File: config.mk
export PLATFORM = sky130hd
export DESIGN_NAME = i2c_target_responder
export DESIGN_NICKNAME = d
export VERILOG_FILES = /design/src/rtl/i2c_pkg.sv /design/src/rtl/i2c_bus_sync.sv /design/src/rtl/i2c_target_responder.sv
export SDC_FILE = /design/constraint.sdc
export NUM_CORES = 1
export LEC_CHECK = 0
export BUFFER_PORTS_ARGS = -buffer_cell sky130_fd_sc_hd__buf_2
export CORE_MARGIN = 2
export CORE_UTILIZATION = 59
export DETAILED_ROUTE_END_ITERATION = 6
export PLACE_DENSITY = 0.87
export SLEW_MARGIN = 15
export SYNTH_ARGS = -nofsm -noshare
export SYNTH_HDL_FRONTEND = slang
export SYNTH_SLANG_ARGS = --single-unit
export TNS_END_PERCENT = 20
File: constraint.sdc
create_clock -name clk -period 3.02 [get_ports clk]
set_input_delay 0.151 -clock clk [delete_from_list [all_inputs] [get_ports clk]]
set_output_delay 0.151 -clock clk [all_outputs]
set_load 0.005 [all_outputs]
File: src/rtl/i2c_pkg.sv
// ---------------------------------------------------------------------------
// i2c_pkg
// Shared definitions for the I2C target responder: FSM state encoding,
// default register word size and the bus levels used for ACK / NACK.
// ---------------------------------------------------------------------------
package i2c_pkg;

    // Default number of data bytes per register word (sent MSB byte first).
    localparam int I2C_DATA_BYTES_DEFAULT = 2;

    // SDA level seen or driven in the acknowledge bit slot.
    localparam logic I2C_ACK  = 1'b0;
    localparam logic I2C_NACK = 1'b1;

    typedef enum logic [3:0] {
        ST_IDLE      = 4'd0,
        ST_ADDR      = 4'd1,
        ST_ADDR_ACK  = 4'd2,
        ST_REG       = 4'd3,
        ST_REG_ACK   = 4'd4,
        ST_WDATA     = 4'd5,
        ST_WDATA_ACK = 4'd6,
        ST_RDATA     = 4'd7,
        ST_RACK_WAIT = 4'd8
    } i2c_state_t;

    // Address byte is 7 address bits (MSB first) followed by R/W.
    function automatic logic addr_match(input logic [7:0] addr_byte,
                                        input logic [6:0] id);
        return (addr_byte[7:1] == id);
    endfunction

endpackage

File: src/rtl/i2c_bus_sync.sv
// ---------------------------------------------------------------------------
// i2c_bus_sync
// Two-flop synchronizers for SDA/SCL plus one history flop per line, and
// single-cycle event pulses derived only from the synchronized values.
//
// Ports
//   clk        system clock (rising edge)
//   reset      asynchronous active-low reset; all flops reset to 1 (idle bus)
//   sda_in     raw SDA line level
//   scl_in     raw SCL line level
//   sda_s      synchronized SDA level
//   start_det  SDA fell while SCL high
//   stop_det   SDA rose while SCL high
//   scl_rise   synchronized SCL rising edge
//   scl_fall   synchronized SCL falling edge
// ---------------------------------------------------------------------------
module i2c_bus_sync (
    input  logic clk,
    input  logic reset,
    input  logic sda_in,
    input  logic scl_in,
    output logic sda_s,
    output logic start_det,
    output logic stop_det,
    output logic scl_rise,
    output logic scl_fall
);

    logic sda_p0, sda_p1, sda_p2;
    logic scl_p0, scl_p1, scl_p2;

    // p0/p1: metastability chain, p2: previous synchronized value
    always_ff @(posedge clk or negedge reset) begin
        if (!reset) begin
            sda_p0 <= 1'b1;
            sda_p1 <= 1'b1;
            sda_p2 <= 1'b1;
            scl_p0 <= 1'b1;
            scl_p1 <= 1'b1;
            scl_p2 <= 1'b1;
        end else begin
            sda_p0 <= sda_in;
            sda_p1 <= sda_p0;
            sda_p2 <= sda_p1;
            scl_p0 <= scl_in;
            scl_p1 <= scl_p0;
            scl_p2 <= scl_p1;
        end
    end

    assign sda_s     = sda_p1;
    assign scl_rise  =  scl_p1 & ~scl_p2;
    assign scl_fall  = ~scl_p1 &  scl_p2;
    // SCL must be high on both samples so an SDA change around an SCL edge
    // is never mistaken for a bus condition.
    assign start_det = scl_p1 & scl_p2 &  sda_p2 & ~sda_p1;
    assign stop_det  = scl_p1 & scl_p2 & ~sda_p2 &  sda_p1;

endmodule

File: src/rtl/i2c_target_responder.sv
// ---------------------------------------------------------------------------
// i2c_target_responder
// I2C target exposing a register file through a pointer/word interface.
// Write: [addr+W] [reg] [data bytes ...] -> one slave_write_en strobe per
// DATA_BYTES bytes, pointer auto-increments after each strobe.
// Read:  [addr+R] -> slave_data_in0 shifted out MSB first, pointer
// auto-increments after the last byte of each word.
//
// Ports
//   clk              system clock (rising edge)
//   reset            asynchronous active-low reset
//   chip_id          7-bit target address
//   slave_reg_addr   register pointer
//   slave_write_en   one-clk write strobe
//   slave_data_out0  assembled write word (valid with the strobe)
//   slave_data_in0   read word for slave_reg_addr
//   sda_in/scl_in    bus line levels
//   sda_out/sda_oen  SDA driver (oen=1 releases, sda_out tied 0)
//   scl_out/scl_oen  SCL driver, permanently released
//   busy             addressed transaction in progress
//   done             one-clk pulse on STOP ending an addressed transaction
// ---------------------------------------------------------------------------
module i2c_target_responder
    import i2c_pkg::*;
#(
    parameter int DATA_BYTES = I2C_DATA_BYTES_DEFAULT
) (
    input  logic                    clk,
    input  logic                    reset,
    input  logic [6:0]              chip_id,
    output logic [7:0]              slave_reg_addr,
    output logic                    slave_write_en,
    output logic [8*DATA_BYTES-1:0] slave_data_out0,
    input  logic [8*DATA_BYTES-1:0] slave_data_in0,
    input  logic                    sda_in,
    input  logic                    scl_in,
    output logic                    sda_out,
    output logic                    sda_oen,
    output logic                    scl_out,
    output logic                    scl_oen,
    output logic                    busy,
    output logic                    done
);

    localparam int         DW        = 8 * DATA_BYTES;
    localparam logic [7:0] LAST_BYTE = 8'(DATA_BYTES - 1);

    logic          sda_s;
    logic          start_det;
    logic          stop_det;
    logic          scl_rise;
    logic          scl_fall;

    i2c_state_t    state;
    logic [3:0]    bit_cnt;
    logic [7:0]    byte_cnt;
    logic [7:0]    shift_byte;
    logic [7:0]    next_byte;
    logic [DW-1:0] wr_word;
    logic [DW-1:0] rd_word;
    logic          rw;
    logic          ack_phase;
    logic          nack_seen;
    logic          inc_pend;

    i2c_bus_sync u_bus_sync (
        .clk       (clk),
        .reset     (reset),
        .sda_in    (sda_in),
        .scl_in    (scl_in),
        .sda_s     (sda_s),
        .start_det (start_det),
        .stop_det  (stop_det),
        .scl_rise  (scl_rise),
        .scl_fall  (scl_fall)
    );

    // Open-drain: only ever pull low, never drive SCL.
    assign sda_out = 1'b0;
    assign scl_out = 1'b0;
    assign scl_oen = 1'b1;

    // Byte as it will look once the bit on SDA right now is shifted in.
    assign next_byte = {shift_byte[6:0], sda_s};

    always_ff @(posedge clk or negedge reset) begin
        if (!reset) begin
            state           <= ST_IDLE;
            bit_cnt         <= 4'd0;
            byte_cnt        <= 8'd0;
            shift_byte      <= 8'd0;
            wr_word         <= '0;
            rd_word         <= '0;
            rw              <= 1'b0;
            ack_phase       <= 1'b0;
            nack_seen       <= 1'b0;
            inc_pend        <= 1'b0;
            sda_oen         <= 1'b1;
            slave_reg_addr  <= 8'h00;
            slave_write_en  <= 1'b0;
            slave_data_out0 <= '0;
            busy            <= 1'b0;
            done            <= 1'b0;
        end else begin
            slave_write_en <= 1'b0;
            done           <= 1'b0;

            // Pointer moves the cycle after the strobe so the strobe sees
            // the address the word belongs to.
            if (inc_pend) begin
                slave_reg_addr <= slave_reg_addr + 8'd1;
                inc_pend       <= 1'b0;
            end

            if (stop_det) begin
                state     <= ST_IDLE;
                sda_oen   <= 1'b1;
                bit_cnt   <= 4'd0;
                byte_cnt  <= 8'd0;
                ack_phase <= 1'b0;
                nack_seen <= 1'b0;
                if (busy) begin
                    done <= 1'b1;
                    busy <= 1'b0;
                end
            end else if (start_det) begin
                // START or repeated START: any partial word is dropped,
                // the pointer is kept.
                state     <= ST_ADDR;
                sda_oen   <= 1'b1;
                bit_cnt   <= 4'd0;
                byte_cnt  <= 8'd0;
                ack_phase <= 1'b0;
                nack_seen <= 1'b0;
            end else begin
                case (state)
                    ST_IDLE: begin
                    end

                    ST_ADDR: begin
                        if (scl_rise) begin
                            shift_byte <= next_byte;
                            bit_cnt    <= bit_cnt + 4'd1;
                            if (bit_cnt == 4'd7) begin
                                bit_cnt <= 4'd0;
                                if (addr_match(next_byte, chip_id)) begin
                                    rw    <= sda_s;
                                    busy  <= 1'b1;
                                    state <= ST_ADDR_ACK;
                                end else begin
                                    busy  <= 1'b0;
                                    state <= ST_IDLE;
                                end
                            end
                        end
                    end

                    // ACK slots: first SCL fall pulls SDA low, second one
                    // (end of the 9th clock) hands the line to the next phase.
                    ST_ADDR_ACK: begin
                        if (scl_fall) begin
                            if (!ack_phase) begin
                                sda_oen   <= I2C_ACK;
                                ack_phase <= 1'b1;
                            end else begin
                                ack_phase <= 1'b0;
                                bit_cnt   <= 4'd0;
                                byte_cnt  <= 8'd0;
                                if (rw) begin
                                    sda_oen <= slave_data_in0[DW-1];
                                    rd_word <= {slave_data_in0[DW-2:0], 1'b0};
                                    state   <= ST_RDATA;
                                end else begin
                                    sda_oen <= 1'b1;
                                    state   <= ST_REG;
                                end
                            end
                        end
                    end

                    ST_REG: begin
                        if (scl_rise) begin
                            shift_byte <= next_byte;
                            bit_cnt    <= bit_cnt + 4'd1;
                            if (bit_cnt == 4'd7) begin
                                bit_cnt        <= 4'd0;
                                slave_reg_addr <= next_byte;
                                state          <= ST_REG_ACK;
                            end
                        end
                    end

                    ST_REG_ACK, ST_WDATA_ACK: begin
                        if (scl_fall) begin
                            if (!ack_phase) begin
                                sda_oen   <= I2C_ACK;
                                ack_phase <= 1'b1;
                            end else begin
                                ack_phase <= 1'b0;
                                sda_oen   <= 1'b1;
                                state     <= ST_WDATA;
                            end
                        end
                    end

                    ST_WDATA: begin
                        if (scl_rise) begin
                            // Word shifts bitwise; after DATA_BYTES full bytes
                            // every stale bit has been pushed out.
                            wr_word    <= {wr_word[DW-2:0], sda_s};
                            shift_byte <= next_byte;
                            bit_cnt    <= bit_cnt + 4'd1;
                            if (bit_cnt == 4'd7) begin
                                bit_cnt <= 4'd0;
                                state   <= ST_WDATA_ACK;
                                if (byte_cnt == LAST_BYTE) begin
                                    byte_cnt        <= 8'd0;
                                    slave_write_en  <= 1'b1;
                                    slave_data_out0 <= {wr_word[DW-2:0], sda_s};
                                    inc_pend        <= 1'b1;
                                end else begin
                                    byte_cnt <= byte_cnt + 8'd1;
                                end
                            end
                        end
                    end

                    ST_RDATA: begin
                        // bit_cnt counts bits already sampled by the controller.
                        if (scl_rise) begin
                            bit_cnt <= bit_cnt + 4'd1;
                        end else if (scl_fall) begin
                            if (bit_cnt == 4'd8) begin
                                bit_cnt <= 4'd0;
                                sda_oen <= 1'b1;
                                state   <= ST_RACK_WAIT;
                            end else begin
                                sda_oen <= rd_word[DW-1];
                                rd_word <= {rd_word[DW-2:0], 1'b0};
                            end
                        end
                    end

                    ST_RACK_WAIT: begin
                        // After a NACK the line stays released until STOP/START.
                        if (!nack_seen) begin
                            if (scl_rise) begin
                                // Word is consumed whether or not the controller
                                // wants more, so the pointer advances here.
                                if (byte_cnt == LAST_BYTE)
                                    slave_reg_addr <= slave_reg_addr + 8'd1;
                                if (sda_s == I2C_NACK)
                                    nack_seen <= 1'b1;
                                else
                                    ack_phase <= 1'b1;
                            end else if (scl_fall && ack_phase) begin
                                ack_phase <= 1'b0;
                                bit_cnt   <= 4'd0;
                                state     <= ST_RDATA;
                                if (byte_cnt == LAST_BYTE) begin
                                    // Pointer already advanced: fetch next word.
                                    byte_cnt <= 8'd0;
                                    sda_oen  <= slave_data_in0[DW-1];
                                    rd_word  <= {slave_data_in0[DW-2:0], 1'b0};
                                end else begin
                                    byte_cnt <= byte_cnt + 8'd1;
                                    sda_oen  <= rd_word[DW-1];
                                    rd_word  <= {rd_word[DW-2:0], 1'b0};
                                end
                            end
                        end
                    end

                    default: begin
                        state   <= ST_IDLE;
                        sda_oen <= 1'b1;
                    end
                endcase
            end
        end
    end

endmodule

-- Word-level counts from Yosys, hierarchy flattened
Cells that the tools add are included.
- logic and storage cells: 217
- memories: 0
- memory bits (read-only): 0
- bits of input ports: 27
- bits in latches: 0
- bits in writable memories: 0
- output and inout port bits: 31
- register bits after elaboration: 91
- equality and inequality tests: 46
- bitwise logic cells: 13
- shift-type cells: 0
- div/mod/pow operators: 0
- add/sub/neg operators: 3
- reductions and logical operators: 25
- multiplexer cells: 109
- magnitude comparators: 0
- $mul: 0
- operators with widths (operator ; count):
    16-bit 2-to-1 mux ; 10
    8-bit 2-to-1 mux ; 18
    4-bit 2-to-1 mux ; 30
    4-bit inequality test, second input constant ; 16
    16-bit one-hot mux with 3 select lines ; 1
    1-bit 2-to-1 mux ; 42
    4-bit one-hot mux with 8 select lines ; 1
    8-bit one-hot mux with 3 select lines ; 1
    4-bit by 3-bit == test with 1-bit output, second input constant ; 5
    5-bit inequality test, second input constant ; 4
    2-bit inequality test, second input constant ; 9
    17-bit AND reduction ; 1
    8-bit by 1-bit adder with 8-bit output, second input constant ; 2
    4-bit one-hot mux with 4 select lines ; 1
    8-bit one-hot mux with 2 select lines ; 1
    8-bit AND reduction ; 2
    12-bit AND reduction ; 1
    4-bit AND reduction ; 3
    6-bit AND reduction ; 2
    9-bit AND reduction ; 1
    4-bit by 2-bit == test with 1-bit output, second input constant ; 2
    4-bit == test, second input constant ; 2
    8-bit by 1-bit == test with 1-bit output, second input constant ; 1
    4-bit by 1-bit inequality test with 1-bit output, second input constant ; 2
    other kinds (23) ; 38

-- Logic depth before layout (Yosys ltp)
- depth after elaboration: 9
- mapped depth: 9
- gate-level depth less buffers: 7

-- Modules after synthesis
Synthesis repeated with hierarchy kept, for this count alone.
- cells, all modules: 476
- area, all modules: 4923.5 um^2
- by module, submodules not included (module ; area an instance (um^2) ; times used ; cells each ; sequential area each (um^2)):
    i2c_target_responder ; 4733.3 ; 1 ; 466 ; 2103.3
    i2c_bus_sync ; 190.2 ; 1 ; 10 ; 157.7

-- Worst setup path before layout
No wires, ideal clock.
- path type: register -> register
- from: reg byte_cnt[1]
- to: reg rd_word[10]
- period minus slack after synthesis: 2.498 ns
- data arrival time: 2.374 ns
- library setup time: 0.125 ns
- required time: 2.895 ns
- stages on the path, launching flop included: 9
- slack: 0.522 ns
- buffers on the path: 1
- cells stage by stage: dfrtp_1 > inv_1 > ha_1 > nor4b_1 > nand2_1 > a21oi_2 > buf_2 > mux2_2 > mux2_2
- word-level cells in the longest chain between the ends: 6
- ends and longest elaborated chain (what ; line ; source):
    from (decl) ; i2c_target_responder.sv:56 ; logic [7:0] byte_cnt;
    from (signal assigned) ; i2c_target_responder.sv:222 ; byte_cnt <= byte_cnt + 8'd1;
    from (signal assigned) ; i2c_target_responder.sv:266 ; byte_cnt <= byte_cnt + 8'd1;
    8-bit by 1-bit == test with 1-bit output ; i2c_target_responder.sv:260 ; if (byte_cnt == LAST_BYTE) begin
    16-bit 2-to-1 mux ; i2c_target_responder.sv:260 ;
    16-bit 2-to-1 mux ; i2c_target_responder.sv:256 ; end else if (scl_fall && ack_phase) begin
    16-bit 2-to-1 mux ; i2c_target_responder.sv:247 ; if (scl_rise) begin
    16-bit 2-to-1 mux ; i2c_target_responder.sv:246 ; if (!nack_seen) begin
    16-bit one-hot mux with 3 select lines ; i2c_target_responder.sv:136 ; case (state)
    to (signal assigned) ; i2c_target_responder.sv:239 ; rd_word <= {rd_word[DW-2:0], 1'b0};
    to (signal assigned) ; i2c_target_responder.sv:264 ; rd_word <= {slave_data_in0[DW-2:0], 1'b0};
    to (signal assigned) ; i2c_target_responder.sv:268 ; rd_word <= {rd_word[DW-2:0], 1'b0};
    to (decl) ; i2c_target_responder.sv:60 ; logic [DW-1:0] rd_word;
Every way passes these cells. The select of a mux whose other input is x is not followed.
A chain may end at the register's enable or synchronous reset.

-- Worst setup path after layout
- from: reg u_bus_sync.scl_p2
- to: reg bit_cnt[2]
- word-level cells in the longest chain between the ends: 6
- elaborated cells on any way between the ends: 23
- classes of those cells: 8 x eq/ne; 4 x mux; 8 x bitwise; 3 x reduce/logical
- ends and longest elaborated chain (what ; line ; source):
    from (decl) ; i2c_bus_sync.sv:30 ; logic scl_p0, scl_p1, scl_p2;
    from (signal assigned) ; i2c_bus_sync.sv:47 ; scl_p2 <= scl_p1;
    branches (longest 6 deep; another with 9-bit AND reduction) ; n/a ;
    to (signal assigned) ; i2c_target_responder.sv:143 ; bit_cnt <= bit_cnt + 4'd1;
    to (signal assigned) ; i2c_target_responder.sv:184 ; bit_cnt <= bit_cnt + 4'd1;
    to (signal assigned) ; i2c_target_responder.sv:231 ; bit_cnt <= bit_cnt + 4'd1;
    to (decl) ; i2c_target_responder.sv:55 ; logic [3:0] bit_cnt;
Several ways; the timed one is not identified.

==> qor.log <==
INFO  finish         post-route-util=67.7%
INFO  place          routabilityCongestion=1.00
INFO  place          place_hpwl=7.92mm
INFO  routing        drt_drc_violations_left=0
INFO  routing        via_count=3826
INFO  global_routing first_global_vias=3744
INFO  die            initial_core_util=60.4%
INFO  clocking       ctsResizeCount=0
INFO  sta            max_freq=389MHz
INFO  sta            tns=0ns
INFO  global_routing overflow=0
INFO  die            vertical_die_dimension=95.3um
INFO  yosys          synth_adder_area_share=2.04%
INFO  sta            slew_violations=0
INFO  die            die_area=0.00908mm^2
INFO  power_and_ir_drop static-leakage-power=0.00255uW
INFO  yosys          synth_largest_type_area_fraction=42.3%
INFO  setup_path     worstPathRequired=3.33ns
INFO  clocking       path_clk_slew=0.11ns
INFO  job            maximum_capacitance_violations=0
INFO  setup_path     critical-path-max-stage-delay=0.57ns
INFO  clocking       htree_levels=3
INFO  clocking       cts_buffer_depth=2
INFO  yosys          synth.area.mux_share=17.0%
INFO  place          placement.cell_area=0.00528mm^2
INFO  power_and_ir_drop power_per_cell_area=630mW/mm^2
INFO  yosys          dominant_combinational_cell_family_by_area_after_synthesis=multiplexers
INFO  min_path       worstHoldPathType=in2reg
INFO  yosys          syn_inst=446
INFO  sta            rsz_0062_raised_after_global_routing=false
INFO  routing        via_per_inst=6.26
INFO  yosys          synth_flop_cell=dfrtp_1
INFO  sta            report.final.setup_viol=0
INFO  setup_path     timing.critical_path.to_type=flip-flop
INFO  routing        detailedRoute.firstPassIterationCount=6
INFO  yosys          synth_simple_gate_area_share=13.5%
INFO  setup_path     crit_buf_inv=1
INFO  routing        drt-wirelength-per-cell=18.1um
INFO  finish         multi_input_area=0.00245mm^2
INFO  yosys          postSynthRegisterBits=90
INFO  yosys          synth_area_leader_cell=dfrtp_1
INFO  yosys          synth.cell_area=0.00491mm^2
INFO  sta            worstMarginPinSlew=0.827ns
INFO  yosys          synth_seq_area_share=46.0%
INFO  sta            finalClockSkew=0.0156ns
INFO  setup_path     reg2reg_setup_slack=0.45ns
INFO  clocking       cts_buffers=9
INFO  sta            hold_viol=0
INFO  yosys          postSynthAreaPerCell=11.0um^2
INFO  yosys          yosysWarningCount=0
INFO  clocking       cts-root-buf=clkbuf_8
INFO  setup_path     worstPathMaxFanout=10
INFO  global_routing initial_antenna_violation_count=0
INFO  status         outcome=finished clean
INFO  routing        wirelength=11.0mm
INFO  setup_path     timing_worst_setup_path_type=reg2reg
INFO  die            chipWidth=95.3um
INFO  yosys          compound_cell_area_share_of_the_yosys_netlist=13.2%
INFO  finish         n_fill_cell=586
INFO  global_routing grt_max_degree=48
INFO  finish         n_antenna_cell=0
INFO  setup_path     path_delay_family=simple AND/OR/NAND/NOR gates
INFO  clocking       clock_insertion_delay_worst_skew=0.37ns
INFO  yosys          async_flop_share=100%
INFO  die            ios=58
INFO  power_and_ir_drop worst_ir_drop_vdd=0.000447V
INFO  clocking       clock_tree_from_tritoncts=done
INFO  finish         final_net_count=536
INFO  sta            max-slew-margin-rel=44.4%
INFO  routing        detailedRoute.firstIterationViolations=494
INFO  routing        ant_nets=0
INFO  place          port-buffer-count=54
INFO  setup_path     crit_chain=inv_1 > ha_1 > or4bb_1 > a32oi_1 > nand3_1 > or4_1 > a21oi_1
INFO  finish         area_growth=12.0%
INFO  sta            finalWorstPathRequiredPeriod=2.57ns
INFO  finish         final_layout_size_suffix_gt1_share=32.8%
INFO  yosys          synth.top_cells.by_area=dfrtp_1 (42%), mux2_2 (13%), dfstp_2 (3.7%)
INFO  yosys          synth.distinct_cells=65
INFO  global_routing grt_pass1_wl=18.2mm
INFO  setup_path     critPathArrivalTime=2.88ns
INFO  finish         design_area=0.00550mm^2
INFO  setup_path     startpoint_type=flip-flop
INFO  power_and_ir_drop report.power.total=3470uW
INFO  yosys          synth_enable_flop_cells=0
INFO  finish         layout.area.seq=0.00226mm^2
INFO  sta            finalCritPeriodShare=85.2%
INFO  setup_path     critical_path.slowest_cell=or4bb_1
INFO  die            placeableCoreArea=0.00813mm^2
INFO  die            floorplan.rows=33
INFO  yosys          yosys.area_share.xor_xnor=3.74%
INFO  clocking       cts_num_sinks=90
INFO  global_routing grt.total_usage=26.0%
## registers in the layout, summed over array words and instances (netlist names), 4 cells and up
| signal | cells |
|---|---|
| rd_word | 15 |
| byte_cnt | 8 |
| bit_cnt | 4 |
| slave_data_out0 | 16 |
| shift_byte | 7 |
| state | 4 |
| wr_word | 15 |
| slave_reg_addr | 8 |
## cell type report
class	count	share of cell area, %
Multi-Input combinational cell	312	44.5
Inverter	17	1.16
Sequential cell	90	41.1
Clock buffer	9	2.25
Clock inverter	7	1.25
Tap cell	105	2.39
Timing Repair Buffer	71	7.41
## cells by family (layout without fill, tap and decap cells)
family                   Yosys count  in the layout
other                              2              3
AO/OA/AOI/OAI                     91             91
adder cells (fa/ha/maj)            8              8
XOR/XNOR                          21             21
AND/OR/NAND/NOR                  117            117
multiplexers                      72             72
flip-flops                        90             90
buffers and inverters             45            104
## worst min-delay path: stages
cell and delay [ns]:
buf_2 0.10, nand2_1 0.05, mux2i_1 0.07
## Yosys cell counts, drive strengths merged (2+ instances only)
cell and n:
a211o 3, a211oi 3, a21o 5, a21oi 13
a22oi 6, a311oi 2, a31oi 3, a32oi 3
and2 3, and3 5, buf 15, clkbuf 13
conb 2, dfrtp 83, dfstp 7, ha 8
inv 17, mux2 66, mux2i 6, nand2 23
nand2b 3, nand3 13, nand3b 5, nand4 5
nor2 18, nor2b 7, nor3 11, nor3b 6
nor4 4, nor4b 2, o211ai 4, o21ai 18
o221ai 7, o2bb2ai 2, o311ai 3, o31ai 7
or2 4, or3 3, xnor2 12, xor2 9
## metal layers
metal	global-route usage [%]	up-vias	share of wire, %	routed length [um]
met5	0	-	0	0
met4	11.1	0	2.4	268
met3	4.58	28	6.2	682
met2	40.7	158	49	5410
met1	35.7	1900	42	4680
li1	-	1740	-	-
## per-stage QoR
| step | setup slack [ns] | hold WS [ns] | std cells |
|---|---|---|---|
| 3_5_place_dp | 0.485 | 0.198 | 592 |
| 4_1_cts | 0.473 | 0.0453 | 611 |
| 5_1_grt | 0.295 | 0.0485 | 611 |
| 6_report | 0.448 | 0.0427 | 611 |
| 2_1_floorplan | 0.522 | -0.145 | 447 |
| 3_3_place_gp | 0.578 | 0.188 | 592 |
## path summary, 6_finish.rpt
path / startpoint / endpoint / cells after the start
max: u_bus_sync.scl_p2$_DFF_PN1_ / bit_cnt[2]$_DFFE_PN0P_ / 7
min in group asynchronous: reset / bit_cnt[1]$_DFFE_PN0P_ / 2
max in group asynchronous: reset / state[1]$_DFFE_PN0P_ / 3
min: slave_data_in0[0] / rd_word[1]$_DFFE_PN0P_ / 3
max reg2reg: u_bus_sync.scl_p2$_DFF_PN1_ / bit_cnt[2]$_DFFE_PN0P_ / 7
min reg2reg: u_bus_sync.sda_p0$_DFF_PN1_ / u_bus_sync.sda_s$_DFF_PN1_ / 0
## power by group
group          switching [uW]  internal [uW]
clock                     493            321
combinational             567            477
sequential                193           1420
total                    1250           2210
## layout by cell type (no fill, tap or decap), drive strengths merged, types with 3 or more instances in the layout
cell type,n
o31ai,7
a31oi,3
nor4,4
a32oi,3
or3,3
dfstp,7
mux2i,6
nand2b,3
nand2,23
a21o,5
nor2,18
a21oi,13
dfrtp,83
conb,3
and3,5
inv,21
buf,68
mux2,66
or2,4
clkbuf,9
o221ai,7
xnor2,12
xor2,9
and2,3
a22oi,6
a211oi,3
o211ai,4
o311ai,3
nor3b,6
dlygate4sd3,3
ha,8
a211o,3
nor3,11
nand3b,5
nor2b,7
nand4,5
nand3,13
o21ai,18
## what timing repair did
action | in CTS | in global routing
hold buffers | 3 | 0
setup buffers | 0 | 0
endpoints found under the hold margin | 40 | 0
(Power assumes the default switching activity.)
